$ cat src/rtl/serial_subtractor_pkg.sv
// Shared types and constants for the bit-serial subtractor.
// Optional feature macro: SERIAL_SUBTRACTOR_OVF_EN (signed overflow output).
package serial_subtractor_pkg;

  // FSM encoding, kept as plain 2-bit constants for legacy tools
  typedef logic [1:0] state_t;
  localparam state_t ST_IDLE = 2'd0;
  localparam state_t ST_RUN  = 2'd1;
  localparam state_t ST_DONE = 2'd2;

  // Bit-counter width; never narrower than one bit
  function automatic int cnt_w(input int width);
    return (width <= 2) ? 1 : $clog2(width);
  endfunction

endpackage

$ cat src/rtl/serial_subtractor_full_subtractor.sv
// One-bit full subtractor cell: d = a - b - bi, bo = borrow out.
module full_subtractor (
  input  logic a,
  input  logic b,
  input  logic bi,
  output logic d,
  output logic bo
);

  assign d  = a ^ b ^ bi;
  assign bo = (~a & b) | (~(a ^ b) & bi);

endmodule

$ cat src/rtl/serial_subtractor.sv
// Bit-serial ripple subtractor, LSB first, single registered borrow.
// Handshaked on both sides; one result per WIDTH+2 cycles.
// Optional feature macro: SERIAL_SUBTRACTOR_OVF_EN adds registered signed
// overflow output ovf, valid alongside out_valid.
module serial_subtractor
  import serial_subtractor_pkg::*;
#(
  parameter int WIDTH = 4
) (
  input  logic             clk,
  input  logic             rst_n,
  input  logic             in_valid,
  output logic             in_ready,
  input  logic [WIDTH-1:0] a,
  input  logic [WIDTH-1:0] b,
  input  logic             bi,
  output logic             out_valid,
  input  logic             out_ready,
  output logic [WIDTH-1:0] diff,
  output logic             bo
`ifdef SERIAL_SUBTRACTOR_OVF_EN
  ,
  output logic             ovf
`endif
);

  localparam int CNT_W = cnt_w(WIDTH);
  localparam logic [CNT_W-1:0] LAST = CNT_W'(WIDTH - 1);

  state_t           state_q, state_d;
  logic [CNT_W-1:0] cnt_q;
  logic [WIDTH-1:0] a_q, b_q, diff_q;
  logic             br_q, bo_q;
  logic             d_w, br_nx;
  logic             last_bit;

  // Single datapath cell: current LSBs plus the running borrow
  full_subtractor u_fs (
    .a  (a_q[0]),
    .b  (b_q[0]),
    .bi (br_q),
    .d  (d_w),
    .bo (br_nx)
  );

  assign last_bit = (state_q == ST_RUN) && (cnt_q == LAST);

  // Next-state logic; in_valid is only looked at in IDLE
  always_comb begin
    state_d = state_q;
    case (state_q)
      ST_IDLE: if (in_valid) state_d = ST_RUN;
      ST_RUN:  if (cnt_q == LAST) state_d = ST_DONE;
      ST_DONE: if (out_ready) state_d = ST_IDLE;
      default: state_d = ST_IDLE;
    endcase
  end

  // State, operand shifters, borrow, counter and result registers
  always_ff @(posedge clk or negedge rst_n) begin
    if (!rst_n) begin
      state_q <= ST_IDLE;
      cnt_q   <= '0;
      a_q     <= '0;
      b_q     <= '0;
      br_q    <= 1'b0;
      diff_q  <= '0;
      bo_q    <= 1'b0;
    end else begin
      state_q <= state_d;
      if (state_q == ST_IDLE && in_valid) begin
        a_q   <= a;
        b_q   <= b;
        br_q  <= bi;
        cnt_q <= '0;
      end else if (state_q == ST_RUN) begin
        a_q    <= a_q >> 1;
        b_q    <= b_q >> 1;
        br_q   <= br_nx;
        diff_q <= {d_w, diff_q[WIDTH-1:1]};
        // Counter restarts via the state transition, not by wrapping
        cnt_q  <= last_bit ? '0 : cnt_q + CNT_W'(1);
        if (last_bit) bo_q <= br_nx;
      end
    end
  end

`ifdef SERIAL_SUBTRACTOR_OVF_EN
  logic ovf_q;

  // In the final bit a_q[0]/b_q[0] hold the operand MSBs and d_w the result MSB
  always_ff @(posedge clk or negedge rst_n) begin
    if (!rst_n)        ovf_q <= 1'b0;
    else if (last_bit) ovf_q <= (a_q[0] ^ b_q[0]) & (a_q[0] ^ d_w);
  end

  assign ovf = ovf_q;
`endif

  assign in_ready  = (state_q == ST_IDLE);
  assign out_valid = (state_q == ST_DONE);
  assign diff      = diff_q;
  assign bo        = bo_q;

endmodule

$ cat config.mk
export PLATFORM = sky130hd
export DESIGN_NAME = serial_subtractor
export DESIGN_NICKNAME = d
export VERILOG_FILES = /design/src/rtl/serial_subtractor_pkg.sv /design/src/rtl/serial_subtractor_full_subtractor.sv /design/src/rtl/serial_subtractor.sv
export SDC_FILE = /design/constraint.sdc
export NUM_CORES = 1
export LEC_CHECK = 0
export ABC_CLOCK_PERIOD_IN_PS = 2000
export CORE_ASPECT_RATIO = 0.8
export CORE_MARGIN = 5
export CORE_UTILIZATION = 45
export DETAILED_ROUTE_END_ITERATION = 8
export GPL_ROUTABILITY_DRIVEN = 0
export PLACE_DENSITY = 0.73
export SYNTH_ARGS = -nofsm -noshare
export SYNTH_HDL_FRONTEND = slang
export SYNTH_SLANG_ARGS = --single-unit
$ cat constraint.sdc
create_clock -name clk -period 2 [get_ports clk]
set_clock_uncertainty 0.2 [all_clocks]
set_input_delay 0.2 -clock clk [delete_from_list [all_inputs] [get_ports clk]]
set_output_delay 0.2 -clock clk [all_outputs]
set_load 0.02 [all_outputs]
# Yosys cells after proc, flatten, opt, wreduce, memory -nomap -nowiden
# Cells that the tools add are included.
[op_classes]
addsub = 1
n_eq_ne = 6
mux = 13
bitwise_logic = 8
n_reduce_logical = 7
[ops]
columns = ["cell", "count"]
rows = [
  ["4-bit 2-to-1 mux", 4],
  ["2-bit 2-to-1 mux", 6],
  ["2-bit one-hot mux with 3 select lines", 1],
  ["3-bit AND reduction", 2],
  ["2-bit == test (second input constant)", 2],
  ["2-bit by 1-bit inequality test with 1-bit output (second input constant)", 2],
  ["1-bit inverter", 3],
  ["2-bit by 1-bit adder with 2-bit output (second input constant)", 1],
  ["1-bit bitwise AND", 2],
  ["2-bit by 1-bit == test with 1-bit output (second input constant)", 1],
  ["1-bit logical AND", 2],
  ["2-bit logical NOT", 1],
  ["1-bit 2-to-1 mux", 2],
  ["2-bit inequality test (second input constant)", 1],
  ["2-bit AND reduction", 1],
  ["2-bit nonzero test", 1],
  ["1-bit XOR", 2],
  ["1-bit bitwise OR", 1],
]
[word_totals]
ff_bits = 18
output_inout_bits = 7
word_cells = 42

# Longest topological paths before layout
[logic_depth]
ltp_word = 6
ltp_mapped = 5

# By module
# From an unflattened synthesis, not the netlist that was laid out.
[unflattened]
hier_cells = 78
area_unflattened_um2 = 870.8
[by_module_without_submodules]
columns = ["module", "n_inst", "cells_each", "area_each_um2"]
rows = [
  ["serial_subtractor", 1, 74, 839.6],
  ["full_subtractor", 1, 4, 31.3],
]

# Worst setup path after synthesis
# Ideal clock, no wire load.
[synth_timing]
path_kind = "reg-to-output"
startpoint = "reg state_q[0]"
endpoint = "out in_ready"
arrival_time_ns = 0.943
path_slack_ns = 0.657
path_stages_with_launch = 4
path_buffers = 2
cell_sequence = "dfrtp_1 -> buf_6 -> buf_2 -> nor2_1"
[synth_via]
elab_chain_len = 1
[synth_lines]
columns = ["item", "line_no", "rtl"]
rows = [
  ["start: declaration", "serial_subtractor.sv:30", "state_t state_q, state_d;"],
  ["start signal: assignment", "serial_subtractor.sv:70", "state_q <= state_d;"],
  ["2-bit logical NOT", "serial_subtractor.sv:100", "assign in_ready = (state_q == ST_IDLE);"],
  ["end: declaration", "serial_subtractor.sv:13", "output logic in_ready,"],
]
# Every way passes these cells.

# Worst setup path after layout
[layout_timing]
startpoint = "reg state_q[1]"
endpoint = "out in_ready"
# Same word-level chain as after synthesis.

==> results by group <==
Setup path
  – CP Max Fanout: 7
  – Crit path buffers/inverters: 2
  – Crit. End Element: output port
  – Critical path class: register to output port
  – Crit-path slowest cell: dfrtp_2
  – Crit-path leading delay family: buffers and inverters
  – Largest stage delay, worst path: 460 ps
  – Startpoint Class: register
  – Worst Path Arrival: 1320 ps
  – Worst endpoint required time: 1600 ps
  – Worst-path cell chain: buf_4 -> nor2_1 -> dlygate4sd2_1

STA
  – Setup TNS: 0 ps
  – Final setup violation count: 0
  – Max-slew violation count: 0
  – Ratio of final minimum period to clock period: 86.2%
  – RSZ-0062 raised after global routing: false
  – Fmax: 580 MHz
  – Least-Margin Pin Slew: 418 ps
  – Crit path time final: 1720 ps
  – Max transition margin: 72.2%
  – Hold Fails Final Rpt: 0

CTS
  – Post-CTS Setup Inserts: 0
  – CTS Hold Buffers Added: 0
  – CTS max path bufs: 2
  – CTS clk-pin slew, worst paths: 90 ps
  – CTS Root Buffer Type: clkbuf_4
  – TritonCTS clock tree: built
  – H-tree Lvls: 1
  – Later-pin clock latency in the skew report: 290 ps
  – CTS Buf Count: 3
  – CTS Sinks: 18

Global route
  – Initial antenna violation count: 0
  – Vias in the first global route: 646
  – Grt ovf: 0
  – GRT Total Usage: 13.2%
  – Largest net degree at the start of global routing: 19
  – First-pass GRT wire length: 2950 µm

Placement
  – IO buf count: 19
  – Post-detail-place hpwl: 1260 µm
  – DP Cell Count: 125
  – Placement Cell Area: 1050 µm²

Worst hold path
  – Worst min-delay path class: input pin to asynchronous set/reset pin

Routing
  – First-pass iteration count of the detailed router: 4
  – Vias per cell: 5.28
  – Via count: 676
  – Final ANT Viol Nets: 0
  – Final WL: 1680 µm
  – DRT iter0 DRCs: 12
  – Routed wire length per instance: 13.1 µm
  – Post-route DRC violation count: 0

Status
  – Status: complete, no violations

Die
  – Core area: 1840 µm²
  – Chip Height: 48.9 µm
  – Top-level I/O count: 20
  – FP Rows: 14
  – Initial Util: 46.2%
  – Total die area: 2860 µm²
  – Die W: 58.6 µm

Power
  – Overall power: 1.67 mW
  – Max VDD drop: 0.862 mV
  – Pleak: 0.487 nW
  – PD cells: 1540 nW/µm²

Yosys
  – Synth unique cells: 22
  – Sequential cell area fraction in the yosys report: 53.0%
  – Cells after Synth: 84
  – Net Count, Synth: 99
  – Yosys reg bits: 18
  – Synth warn: 0
  – Cell area after synthesis: 850 µm²
  – Synth Area per Inst: 10.1 µm²

Run
  – Max-cap check violation count: 0

Final layout
  – Area growth, synth to finish: 27.1%
  – Fin area: 1080 µm²
  – Most frequent cells in the layout: 17 x nand2_1, 17 x dfrtp_1, 17 x clkdlybuf4s50_1, 9 x nor2_1
  – Final Util: 58.7%
  – Fin cells: 128
  – Footprint of the multi-input gates: 350 µm²
  – Share of cells above drive strength 1: 10.6%
  – Layout Nets: 121
  – Fillers: 175
  – FF+latch area: 452 µm²
  – Diode count: 0
## sequential cells by signal, indices dropped and copies added, names as in the netlist
register  flops
diff          4
b_q           4
cnt_q         2
bo            1
state_q       2
br_q          1
a_q           4
## cells in the mapped netlist
library cell	n	area share, %
o21ai_0	4	2.4
nor2b_2	1	1.0
ha_1	1	1.5
a211oi_1	1	0.88
nor2b_1	1	0.74
o32ai_2	1	1.9
o22ai_1	6	4.4
or2_1	1	0.74
inv_2	1	0.44
o32ai_1	6	6.2
fa_1	1	2.4
a221oi_2	1	1.8
o31ai_1	2	1.8
buf_6	2	2.7
o21ai_1	3	1.8
nand2b_1	2	1.5
inv_1	2	0.88
buf_2	3	1.8
nand2_1	17	7.5
nor2_1	9	4.0
nand3b_1	1	0.88
dfrtp_1	18	53
## worst reg2reg max path, stage by stage, from the launching register on
cell and delay [ps]:
dfrtp_1 480, buf_4 230, or2_1 290, o32ai_2 140, a221oi_2 180
## final timing paths
path	end	cells past startpoint	slack, ps	start
max	in_ready	3	280	state_q[1]
min	cnt_q[0]	2	30	rst_n
max reg2reg	br_q	4	420	state_q[0]
min reg2reg	diff[0]	2	290	diff[0]
max in group asynchronous	state_q[1]	2	1350	rst_n
min in group clk	b_q[3]	3	260	b[3]
## where the power goes
group / leakage, nW / internal, mW / switching [mW]
clock: 0.0138 / 0.0700 / 0.103
combinational: 0.255 / 0.365 / 0.447
sequential: 0.219 / 0.541 / 0.139
total: 0.487 / 0.976 / 0.689
## per-stage QoR
step / worst slack (ps) / hold slack [ps]
after global routing: 202 / 54.6
after detailed placement: 288 / 280
final: 276 / 34.2
after floorplan: 657 / -296
after CTS: 43.4 / 38.8
after global placement: 308 / 262
## per-layer routing
layer  up-vias  global-route usage, %  wire length (µm)
li1        342                      -                 -
met1       312                   19.0               845
met2        22                   18.4               697
met3         0                   6.08               139
met4         0                   2.26                 0
met5         -                      0                 0
## timing repair
item	CTS	global route
setup endpoints to repair	2	1
gates resized for setup	2	1
pin swaps	0	0
## cell type report
class	count	share of cell area, %
Inverter	3	1.04
Tap cell	24	2.78
Clock buffer	3	2.09
Multi-Input combinational cell	58	32.4
Sequential cell	18	41.8
Timing Repair Buffer	22	19.8
## cell families (layout without fill, tap and decap cells)
family	after synthesis	after routing	synth area share [%]
simple gates	32	32	16.3
fa+ha+maj	2	2	3.83
compound gates	24	24	21.1
flops	18	18	53.0
buf+inv	8	28	5.74
Power figures use the tool's default switching activity.
